**config.mk**
```make
export PLATFORM = sky130hd
export DESIGN_NAME = mem_arbiter
export DESIGN_NICKNAME = d
export VERILOG_FILES = /design/src/rtl/mem_arb_pkg.sv /design/src/rtl/rr_arb2.sv /design/src/rtl/mem_arbiter.sv
export SDC_FILE = /design/constraint.sdc
export NUM_CORES = 1
export LEC_CHECK = 0
export BUFFER_PORTS_ARGS = -buffer_cell sky130_fd_sc_hd__buf_2
export CAP_MARGIN = 20
export CORE_MARGIN = 2
export CORE_UTILIZATION = 44
export CTS_CLUSTER_DIAMETER = 60
export DETAILED_ROUTE_END_ITERATION = 16
export GPL_ROUTABILITY_DRIVEN = 0
export PLACE_DENSITY = 0.75
export SYNTH_ARGS = -nofsm -noshare
export SYNTH_HDL_FRONTEND = slang
export SYNTH_SLANG_ARGS = --single-unit
```
**constraint.sdc**
```tcl
create_clock -name clk -period 1.6 [get_ports clk]
set_input_delay 0.16 -clock clk [delete_from_list [all_inputs] [get_ports clk]]
set_output_delay 0.16 -clock clk [all_outputs]
set_load 0.03 [all_outputs]
```
**src/rtl/mem_arb_pkg.sv**
```systemverilog
// Shared definitions for the two-port memory arbiter: FSM states, RV32I
// width codes, port ids and the request legality check.
package mem_arb_pkg;

    typedef enum logic [1:0] {
        ST_IDLE   = 2'b00,
        ST_ACCESS = 2'b01,
        ST_RESP   = 2'b10
    } arb_state_e;

    localparam logic [2:0] F3_B  = 3'b000;
    localparam logic [2:0] F3_H  = 3'b001;
    localparam logic [2:0] F3_W  = 3'b010;
    localparam logic [2:0] F3_BU = 3'b100;
    localparam logic [2:0] F3_HU = 3'b101;

    // Port id doubles as the last-grant flag value; LS is 0 so reset clears it.
    localparam logic PORT_LS = 1'b0;
    localparam logic PORT_IF = 1'b1;

    function automatic logic req_illegal(input logic       is_ls,
                                         input logic       we,
                                         input logic [2:0] f3,
                                         input logic [1:0] a);
        logic bad_s;
        bad_s = 1'b0;
        if (!is_ls) begin
            bad_s = (a != 2'b00);
        end else begin
            case (f3)
                F3_B:    bad_s = 1'b0;
                F3_H:    bad_s = a[0];
                F3_W:    bad_s = (a != 2'b00);
                F3_BU:   bad_s = we;
                F3_HU:   bad_s = we | a[0];
                default: bad_s = 1'b1;
            endcase
        end
        return bad_s;
    endfunction

endpackage

```
**src/rtl/rr_arb2.sv**
```systemverilog
// Two-way round-robin grant: a sole requester wins, a tie goes to the
// index that was not granted last.
module rr_arb2 (
    input  logic [1:0] req,
    input  logic       last,
    output logic [1:0] gnt
);

    // Grant decode from the request pair and the last-winner index
    always_comb begin
        gnt = 2'b00;
        case (req)
            2'b01:   gnt = 2'b01;
            2'b10:   gnt = 2'b10;
            2'b11:   gnt = last ? 2'b01 : 2'b10;
            default: gnt = 2'b00;
        endcase
    end

endmodule

```
**src/rtl/mem_arbiter.sv**
```systemverilog
// Arbitrates an instruction-fetch port and a load-store port onto one data
// memory: accept, one ACCESS cycle, then a one-cycle response strobe.
module mem_arbiter
    import mem_arb_pkg::*;
#(
    parameter int ADDR_W = 32,
    parameter int DATA_W = 32
) (
    input  logic              clk,
    input  logic              rst_n,
    input  logic              if_req,
    input  logic [ADDR_W-1:0] if_addr,
    output logic              if_gnt,
    output logic              if_rvalid,
    output logic [DATA_W-1:0] if_rdata,
    input  logic              ls_req,
    input  logic              ls_we,
    input  logic [2:0]        ls_funct3,
    input  logic [ADDR_W-1:0] ls_addr,
    input  logic [DATA_W-1:0] ls_wdata,
    output logic              ls_gnt,
    output logic              ls_rvalid,
    output logic              ls_err,
    output logic [DATA_W-1:0] ls_rdata,
    output logic [ADDR_W-1:0] mem_addr,
    output logic [DATA_W-1:0] mem_wdata,
    output logic              mem_we,
    output logic              mem_re,
    output logic [2:0]        mem_funct3,
    input  logic [DATA_W-1:0] mem_rdata
);

    arb_state_e        state_q, state_d;
    logic              last_q, last_d;
    logic              port_q, port_d;
    logic              we_q, we_d;
    logic [2:0]        f3_q, f3_d;
    logic [ADDR_W-1:0] addr_q, addr_d;
    logic [DATA_W-1:0] wdata_q, wdata_d;
    logic [DATA_W-1:0] if_rdata_q, if_rdata_d;
    logic [DATA_W-1:0] ls_rdata_q, ls_rdata_d;
    logic              if_rvalid_q, if_rvalid_d;
    logic              ls_rvalid_q, ls_rvalid_d;
    logic              ls_err_q, ls_err_d;

    logic              can_accept_s;
    logic [1:0]        req_s;
    logic [1:0]        gnt_s;
    logic              accept_s;
    logic              access_s;
    logic              illegal_s;
    logic [DATA_W-1:0] rsp_data_s;

    // Grants are suppressed while reset is held so every output reads 0.
    assign can_accept_s = rst_n & ((state_q == ST_IDLE) | (state_q == ST_RESP));
    assign req_s        = {if_req, ls_req} & {2{can_accept_s}};
    assign accept_s     = |gnt_s;
    assign access_s     = (state_q == ST_ACCESS);
    assign illegal_s    = req_illegal(port_q == PORT_LS, we_q, f3_q, addr_q[1:0]);

    rr_arb2 u_rr_arb2 (
        .req  (req_s),
        .last (last_q),
        .gnt  (gnt_s)
    );

    assign if_gnt    = gnt_s[PORT_IF];
    assign ls_gnt    = gnt_s[PORT_LS];
    assign if_rvalid = if_rvalid_q;
    assign ls_rvalid = ls_rvalid_q;
    assign ls_err    = ls_err_q;
    assign if_rdata  = if_rdata_q;
    assign ls_rdata  = ls_rdata_q;

    // Next-state logic
    always_comb begin
        state_d = state_q;
        case (state_q)
            ST_IDLE:   state_d = accept_s ? ST_ACCESS : ST_IDLE;
            ST_ACCESS: state_d = ST_RESP;
            ST_RESP:   state_d = accept_s ? ST_ACCESS : ST_IDLE;
            default:   state_d = ST_IDLE;
        endcase
    end

    // Request capture on accept; fetches are forced to a word read
    always_comb begin
        last_d  = last_q;
        port_d  = port_q;
        addr_d  = addr_q;
        we_d    = we_q;
        f3_d    = f3_q;
        wdata_d = wdata_q;
        if (accept_s) begin
            last_d = gnt_s[PORT_IF] ? PORT_IF : PORT_LS;
            port_d = gnt_s[PORT_IF] ? PORT_IF : PORT_LS;
            if (gnt_s[PORT_IF]) begin
                addr_d  = if_addr;
                we_d    = 1'b0;
                f3_d    = F3_W;
                wdata_d = {DATA_W{1'b0}};
            end else begin
                addr_d  = ls_addr;
                we_d    = ls_we;
                f3_d    = ls_funct3;
                wdata_d = ls_wdata;
            end
        end else begin
            last_d = last_q;
        end
    end

    // Response capture at the end of ACCESS; data holds until the next response
    always_comb begin
        rsp_data_s  = (illegal_s | we_q) ? {DATA_W{1'b0}} : mem_rdata;
        if_rvalid_d = 1'b0;
        ls_rvalid_d = 1'b0;
        ls_err_d    = 1'b0;
        if_rdata_d  = if_rdata_q;
        ls_rdata_d  = ls_rdata_q;
        if (access_s) begin
            if (port_q == PORT_IF) begin
                if_rvalid_d = 1'b1;
                if_rdata_d  = rsp_data_s;
            end else begin
                ls_rvalid_d = 1'b1;
                ls_err_d    = illegal_s;
                ls_rdata_d  = rsp_data_s;
            end
        end else begin
            if_rvalid_d = 1'b0;
        end
    end

    // Memory-side drive, active only during ACCESS
    always_comb begin
        mem_addr   = {ADDR_W{1'b0}};
        mem_wdata  = {DATA_W{1'b0}};
        mem_funct3 = 3'b000;
        mem_we     = 1'b0;
        mem_re     = 1'b0;
        if (access_s) begin
            mem_addr   = addr_q;
            mem_wdata  = wdata_q;
            mem_funct3 = f3_q;
            mem_we     = we_q & ~illegal_s;
            mem_re     = ~we_q & ~illegal_s;
        end else begin
            mem_we     = 1'b0;
        end
    end

    // State and datapath registers
    always_ff @(posedge clk or negedge rst_n) begin
        if (!rst_n) begin
            state_q     <= ST_IDLE;
            last_q      <= PORT_LS;
            port_q      <= 1'b0;
            we_q        <= 1'b0;
            f3_q        <= 3'b000;
            addr_q      <= {ADDR_W{1'b0}};
            wdata_q     <= {DATA_W{1'b0}};
            if_rdata_q  <= {DATA_W{1'b0}};
            ls_rdata_q  <= {DATA_W{1'b0}};
            if_rvalid_q <= 1'b0;
            ls_rvalid_q <= 1'b0;
            ls_err_q    <= 1'b0;
        end else begin
            state_q     <= state_d;
            last_q      <= last_d;
            port_q      <= port_d;
            we_q        <= we_d;
            f3_q        <= f3_d;
            addr_q      <= addr_d;
            wdata_q     <= wdata_d;
            if_rdata_q  <= if_rdata_d;
            ls_rdata_q  <= ls_rdata_d;
            if_rvalid_q <= if_rvalid_d;
            ls_rvalid_q <= ls_rvalid_d;
            ls_err_q    <= ls_err_d;
        end
    end

endmodule

```
**Word level (Yosys, flattened, before mapping)**

Index checks and enable logic that the tools add are counted.

- Register bits: 138
- Input bits: 136

- Eq/ne operators: 9
- Multiplexer cells: 23
- Bitwise gates (word level): 10
- Reductions and logical operators: 7

Operator list:

| kind | number |
|---|---|
| 2-to-1 mux 32 bit | 5 |
| 2-to-1 mux 1 bit | 12 |
| == test 2 bit, second input constant | 3 |
| == test 3 bit, second input constant | 2 |
| 2-to-1 mux 3 bit | 2 |
| one-hot mux 2 bit (3 select lines) | 1 |
| one-hot mux 1 bit (5 select lines) | 1 |
| == test 2 x 1 -> 1 bit, second input constant | 2 |
| one-hot mux 2 bit (2 select lines) | 1 |
| AND reduction 2 bit | 2 |
| OR reduction 2 bit | 2 |
| bitwise AND 1 bit | 3 |
| == test 3 x 1 -> 1 bit, second input constant | 1 |
| == test 3 x 2 -> 1 bit, second input constant | 1 |
| zero test 3 bit | 1 |
| inverter 1 bit | 3 |
| bitwise OR 1 bit | 3 |
| bitwise AND 2 bit | 1 |
| zero test 2 bit | 1 |
| 2-to-1 mux 2 bit | 1 |
| nonzero test 2 bit | 1 |

**Depth between registers and ports, before layout**

- Depth in word-level cells: 9
- Gate-level depth with buffers: 6
- Mapped depth without buffers: 4

**Modules after synthesis**

A second synthesis with hierarchy kept.

- Cell total of the unflattened synthesis: 606
- Area total of the unflattened synthesis: 6306.0 µm²

Modules (own cells, without submodules):

| module | times used | cells an instance | area an instance (µm²) |
|---|---|---|---|
| mem_arbiter | 1 | 603 | 6287.3 |
| rr_arb2 | 1 | 3 | 18.8 |

**Worst setup path before layout**

Ideal clock, no wire load.

- Path type: register to output
- Start point: reg f3_q[0]
- End point: out mem_we
- Arrival time: 1795 ps
- Path slack: -355 ps
- Stages on the path, launching flop included: 5
- Buffers on the path: 1
- Path through: dfrtp_1 > a221oi_2 > a22oi_2 > buf_2 > nor3b_1

- Cells in the longest elaborated chain, start to end: 6
- Elaborated cells between the ends (all ways): 10
- Classes of those cells: 4 x eq/ne; 3 x mux; 2 x bitwise; 1 x reduce/logical

Ends and longest elaborated chain:

| element | RTL line | text |
|---|---|---|
| from (decl) | mem_arbiter.sv:37 | `logic [2:0] f3_q, f3_d;` |
| from (signal assigned) | mem_arbiter.sv:160 | `f3_q <= 3'b000;` |
| from (signal assigned) | mem_arbiter.sv:173 | `f3_q <= f3_d;` |
| == test 3 bit, or another cell as far along | mem_arb_pkg.sv:30 | `case (f3)` |
| one-hot mux 1 bit (5 select lines) (*) | mem_arb_pkg.sv:30 |  |
| 2-to-1 mux 1 bit (*) | mem_arb_pkg.sv:27 | `if (!is_ls) begin` |
| inverter 1 bit (*) | mem_arbiter.sv:146 | `mem_we = we_q & ~illegal_s;` |
| bitwise AND 1 bit (*) | mem_arbiter.sv:146 |  |
| 2-to-1 mux 1 bit (*) | mem_arbiter.sv:142 | `if (access_s) begin` |
| to (decl) | mem_arbiter.sv:27 | `output logic mem_we,` |

Every way passes the cells marked *; elsewhere a longest branch is shown, timed or not.

**Worst setup path in the final report**

- Start point: reg state_q[0]
- End point: out ls_gnt

- Cells in the longest elaborated chain, start to end: 6
- Elaborated cells between the ends (all ways): 9
- Classes of those cells: 4 x eq/ne; 1 x mux; 3 x bitwise; 1 x reduce/logical

Ends and longest elaborated chain:

| element | RTL line | text |
|---|---|---|
| from (decl) | mem_arbiter.sv:33 | `arb_state_e state_q, state_d;` |
| from (signal assigned) | mem_arbiter.sv:169 | `state_q <= state_d;` |
| == test 2 bit / zero test 2 bit (equally long branches) | mem_arbiter.sv:55 | `assign can_accept_s = rst_n & ((state_q == ST_IDLE) \| (state_q == ST_RESP));` |
| bitwise OR 1 bit (*) | mem_arbiter.sv:55 |  |
| bitwise AND 1 bit (*) | mem_arbiter.sv:55 |  |
| bitwise AND 2 bit (*) | mem_arbiter.sv:56 | `assign req_s = {if_req, ls_req} & {2{can_accept_s}};` |
| == test 2 bit / == test 2 x 1 -> 1 bit (equally long branches) | rr_arb2.sv:12 | `case (req)` |
| one-hot mux 2 bit (3 select lines) (*) | rr_arb2.sv:12 |  |
| to (decl) | mem_arbiter.sv:21 | `output logic ls_gnt,` |

Marks and branches as above.

==> flow_summary.yaml <==
power:
  leakage_nw: 5.453
  ir_worst_vdd_uv: 736.0
  power-per-cell-area_nw_per_um2: 1362
yosys:
  synth_most_common_cell: "dfrtp_1"
  syn_nets: 677
  synth-compound-area-share_pct: 23.97
  ys_seq_area_share_pct: 56.49
  avgSynthCellArea_sq_um: 11.30
  ys_ff_latch: 138
  synthFlopType: "dfrtp_1"
  yosys.area_share.simple_pct: 15.70
  synth_xor_area_share_pct: 0
  syn-instance-count: 541
  ys_async_sr_fraction_pct: 100.0
  synth_top_area_share_pct: 56.49
  netlist_area_sq_um: 6113
  synth_common_cells: "dfrtp_1 (138), and2_1 (67), nand2_1 (67)"
  yosysTopAreaCell: "dfrtp_1"
  ys_warn_count: 0
  synth_top_family_by_area: "compound AO/OA/AOI/OAI gates"
  synthTopCellsByArea: "dfrtp_1 (56%), and2_1 (6.9%), o31ai_1 (6.6%)"
  synth_edf_count: 0
  synthAdderAreaFrac_pct: 0
  synthMuxAreaShare_pct: 0
  synth.distinct_cells: 32
drt:
  firstDrtPassIters: 5
  drc: 0
  highest_layer: "met4"
  vias: 6721
  wire_per_inst_microns: 24.98
  met3_length_microns: 2619
  ant_nets: 0
  drt_iter0_drc: 672
  route.met2.wl_microns: 14200
  via_per_inst: 5.980
  drt_wl_total_microns: 28080
  wl_met1_microns: 9743
global_route:
  grt_max_degree: 139
  grt_pass1_vias: 6573
  antenna_found_initial: 2
  grt_overflow: 0
  grt_pass1_wl_microns: 35190
  grt_usage_pct: 31.44
timing:
  post-route-period-util_pct: 119.0
  max_freq_ghz: 0.5253
  fin_ws_ns: -0.3037
  drv_slew: 0
  rsz0062_at_grt: "true"
  max-slew-margin-rel_pct: 51.63
  setup_viol: 145
  holdWs_ns: 0.02287
  finClkSkew_ns: 0.01223
  finalCriticalPeriod_ns: 1.904
  worstMarginPinSlew_ns: 0.7255
  hold_viol: 0
floorplan:
  die_w_microns: 121.9
  num_rows: 43
  fp.coreArea_sq_um: 13720
  die_y_microns: 121.9
  dieArea_sq_um: 14850
  start_util_pct: 44.56
  num_io_pins: 274
cts:
  cts.sinks: 138
  numCtsBuffers: 17
  clk_latency_ns: 0.43
  cts_root_buffer: "clkbuf_16"
  cts_tree: "yes"
  clockBufferDepth: 2
  clk_pin_slew_worst_paths_ns: 0.07
  htreeDepth: 4
worst_setup_path:
  crit_path_max_fanout: 3
  cp.required_ns: 1.44
  cp_num_buf_inv: 5
  endpoint_kind: "output port"
  cp.arrival_ns: 1.74
  critPathMostFrequentCell: "buf_6"
  r2r_slack_ns: -0.14
  crit_chain: "buf_6 -> nor2b_4 -> buf_6 -> nand3_4 -> inv_4 -> buf_12 -> buf_8"
  startpoint_type: "flop"
  crit_family: "buffers and inverters"
  crit_path_max_incr_delay_ns: 0.45
  path_class: "flop to output port"
  cp_slowest_cell: "dfrtp_2"
place:
  hpwl_microns: 11940
  pre_cts_slack_ns: 0.03272
  place_area_sq_um: 7746
  port_buffers: 273
finish:
  area_delta_synth_final_pct: 83.89
  drive_gt1_share_pct: 54.14
  final_util_pct: 81.94
  finish.instance_area_sq_um: 11240
  nNetsFinal: 1066
flow_run:
  drv_cap: 0
worst_hold_path:
  hp-class: "input port to flop"
status:
  violations: "negative setup slack"
  outcome: "finished with violations"
## through the flow
stage / setup TNS [ns] / std cells / total power [mW]
after detailed placement: 0 / 965 / 9.109
final: -19.13 / 1124 / 15.31
after global placement: 0 / 965 / 8.964
after floorplan: -0.01208 / 541 / 7.629
after global routing: -24.66 / 1124 / 15.84
after CTS: -14.10 / 1100 / 14.10
## metal layers
metal  global-route usage, %  up-vias
met2                   53.77      514
met1                   36.31     3324
met3                   9.410      132
met4                   14.37        0
met5                       0        -
li1                        -     2751
## report_power, final
group | total [mW] | switching, mW | internal, mW
clock | 4.24 | 1.62 | 2.62
sequential | 4.99 | 0.637 | 4.36
combinational | 6.07 | 3.59 | 2.48
## cells in the final DEF, fill, tap and decap left out, types with 29 or more instances in the layout
cell type	n
buf_2	201
dfrtp_1	135
buf_6	87
dlygate4sd3_1	72
and2_4	67
nand2_1	64
a22o_1	35
nand2b_1	32
o31ai_1	32
o31ai_4	29
clkbuf_16	29
## path summary, 6_finish.rpt
kind | start | to | cells past startpoint
setup / recovery | state_q[0] | ls_gnt | 7
hold / removal | if_addr[30] | addr_q[30] | 2
setup reg to reg | f3_q[2] | ls_rdata[2] | 6
hold reg to reg | if_rdata[2] | if_rdata[2] | 2
max in group asynchronous | rst_n | f3_q[0] | 3
min in group asynchronous | rst_n | wdata_q[5] | 3
## kinds of logic after synthesis
| logic type | after synthesis |
|---|---|
| AO/OA/AOI/OAI | 168 |
| buffers and inverters | 56 |
| AND/OR/NAND/NOR | 179 |
| flip-flops | 138 |
## flip-flops by register name, summed over array words and instances, names as in the netlist, 2 cells and up
signal	cells
ls_rdata	32
f3_q	3
if_rdata	32
addr_q	32
state_q	2
wdata_q	32
## layout make-up
type / instances / area, sq um
clock inverter: 13 / 195.2
clock buffer: 18 / 429.2
inverter: 7 / 41.29
antenna: 2 / 5.005
multi-input combinational: 347 / 3142
fill: 672 / 2477
tap: 180 / 225.2
sequential: 138 / 3457
timing repair buffer: 419 / 3747
## worst register-to-register path: cells and delay by family (launching register included)
family                 cells  cell delay, ns
DFF                        1            0.48
AOI/OAI and AO/OA          3            0.68
buffers and inverters      3            0.48
## what timing repair did
item | in CTS | in global routing
hold buffers | 72 | 0
cloned | 11 | 17
pin swaps | 61 | 54
setup endpoints to repair | 71 | 163
resized for setup | 252 | 105
buffers inserted | 22 | 14
hold endpoints to repair | 193 | 0
(Power assumes the default switching activity.)
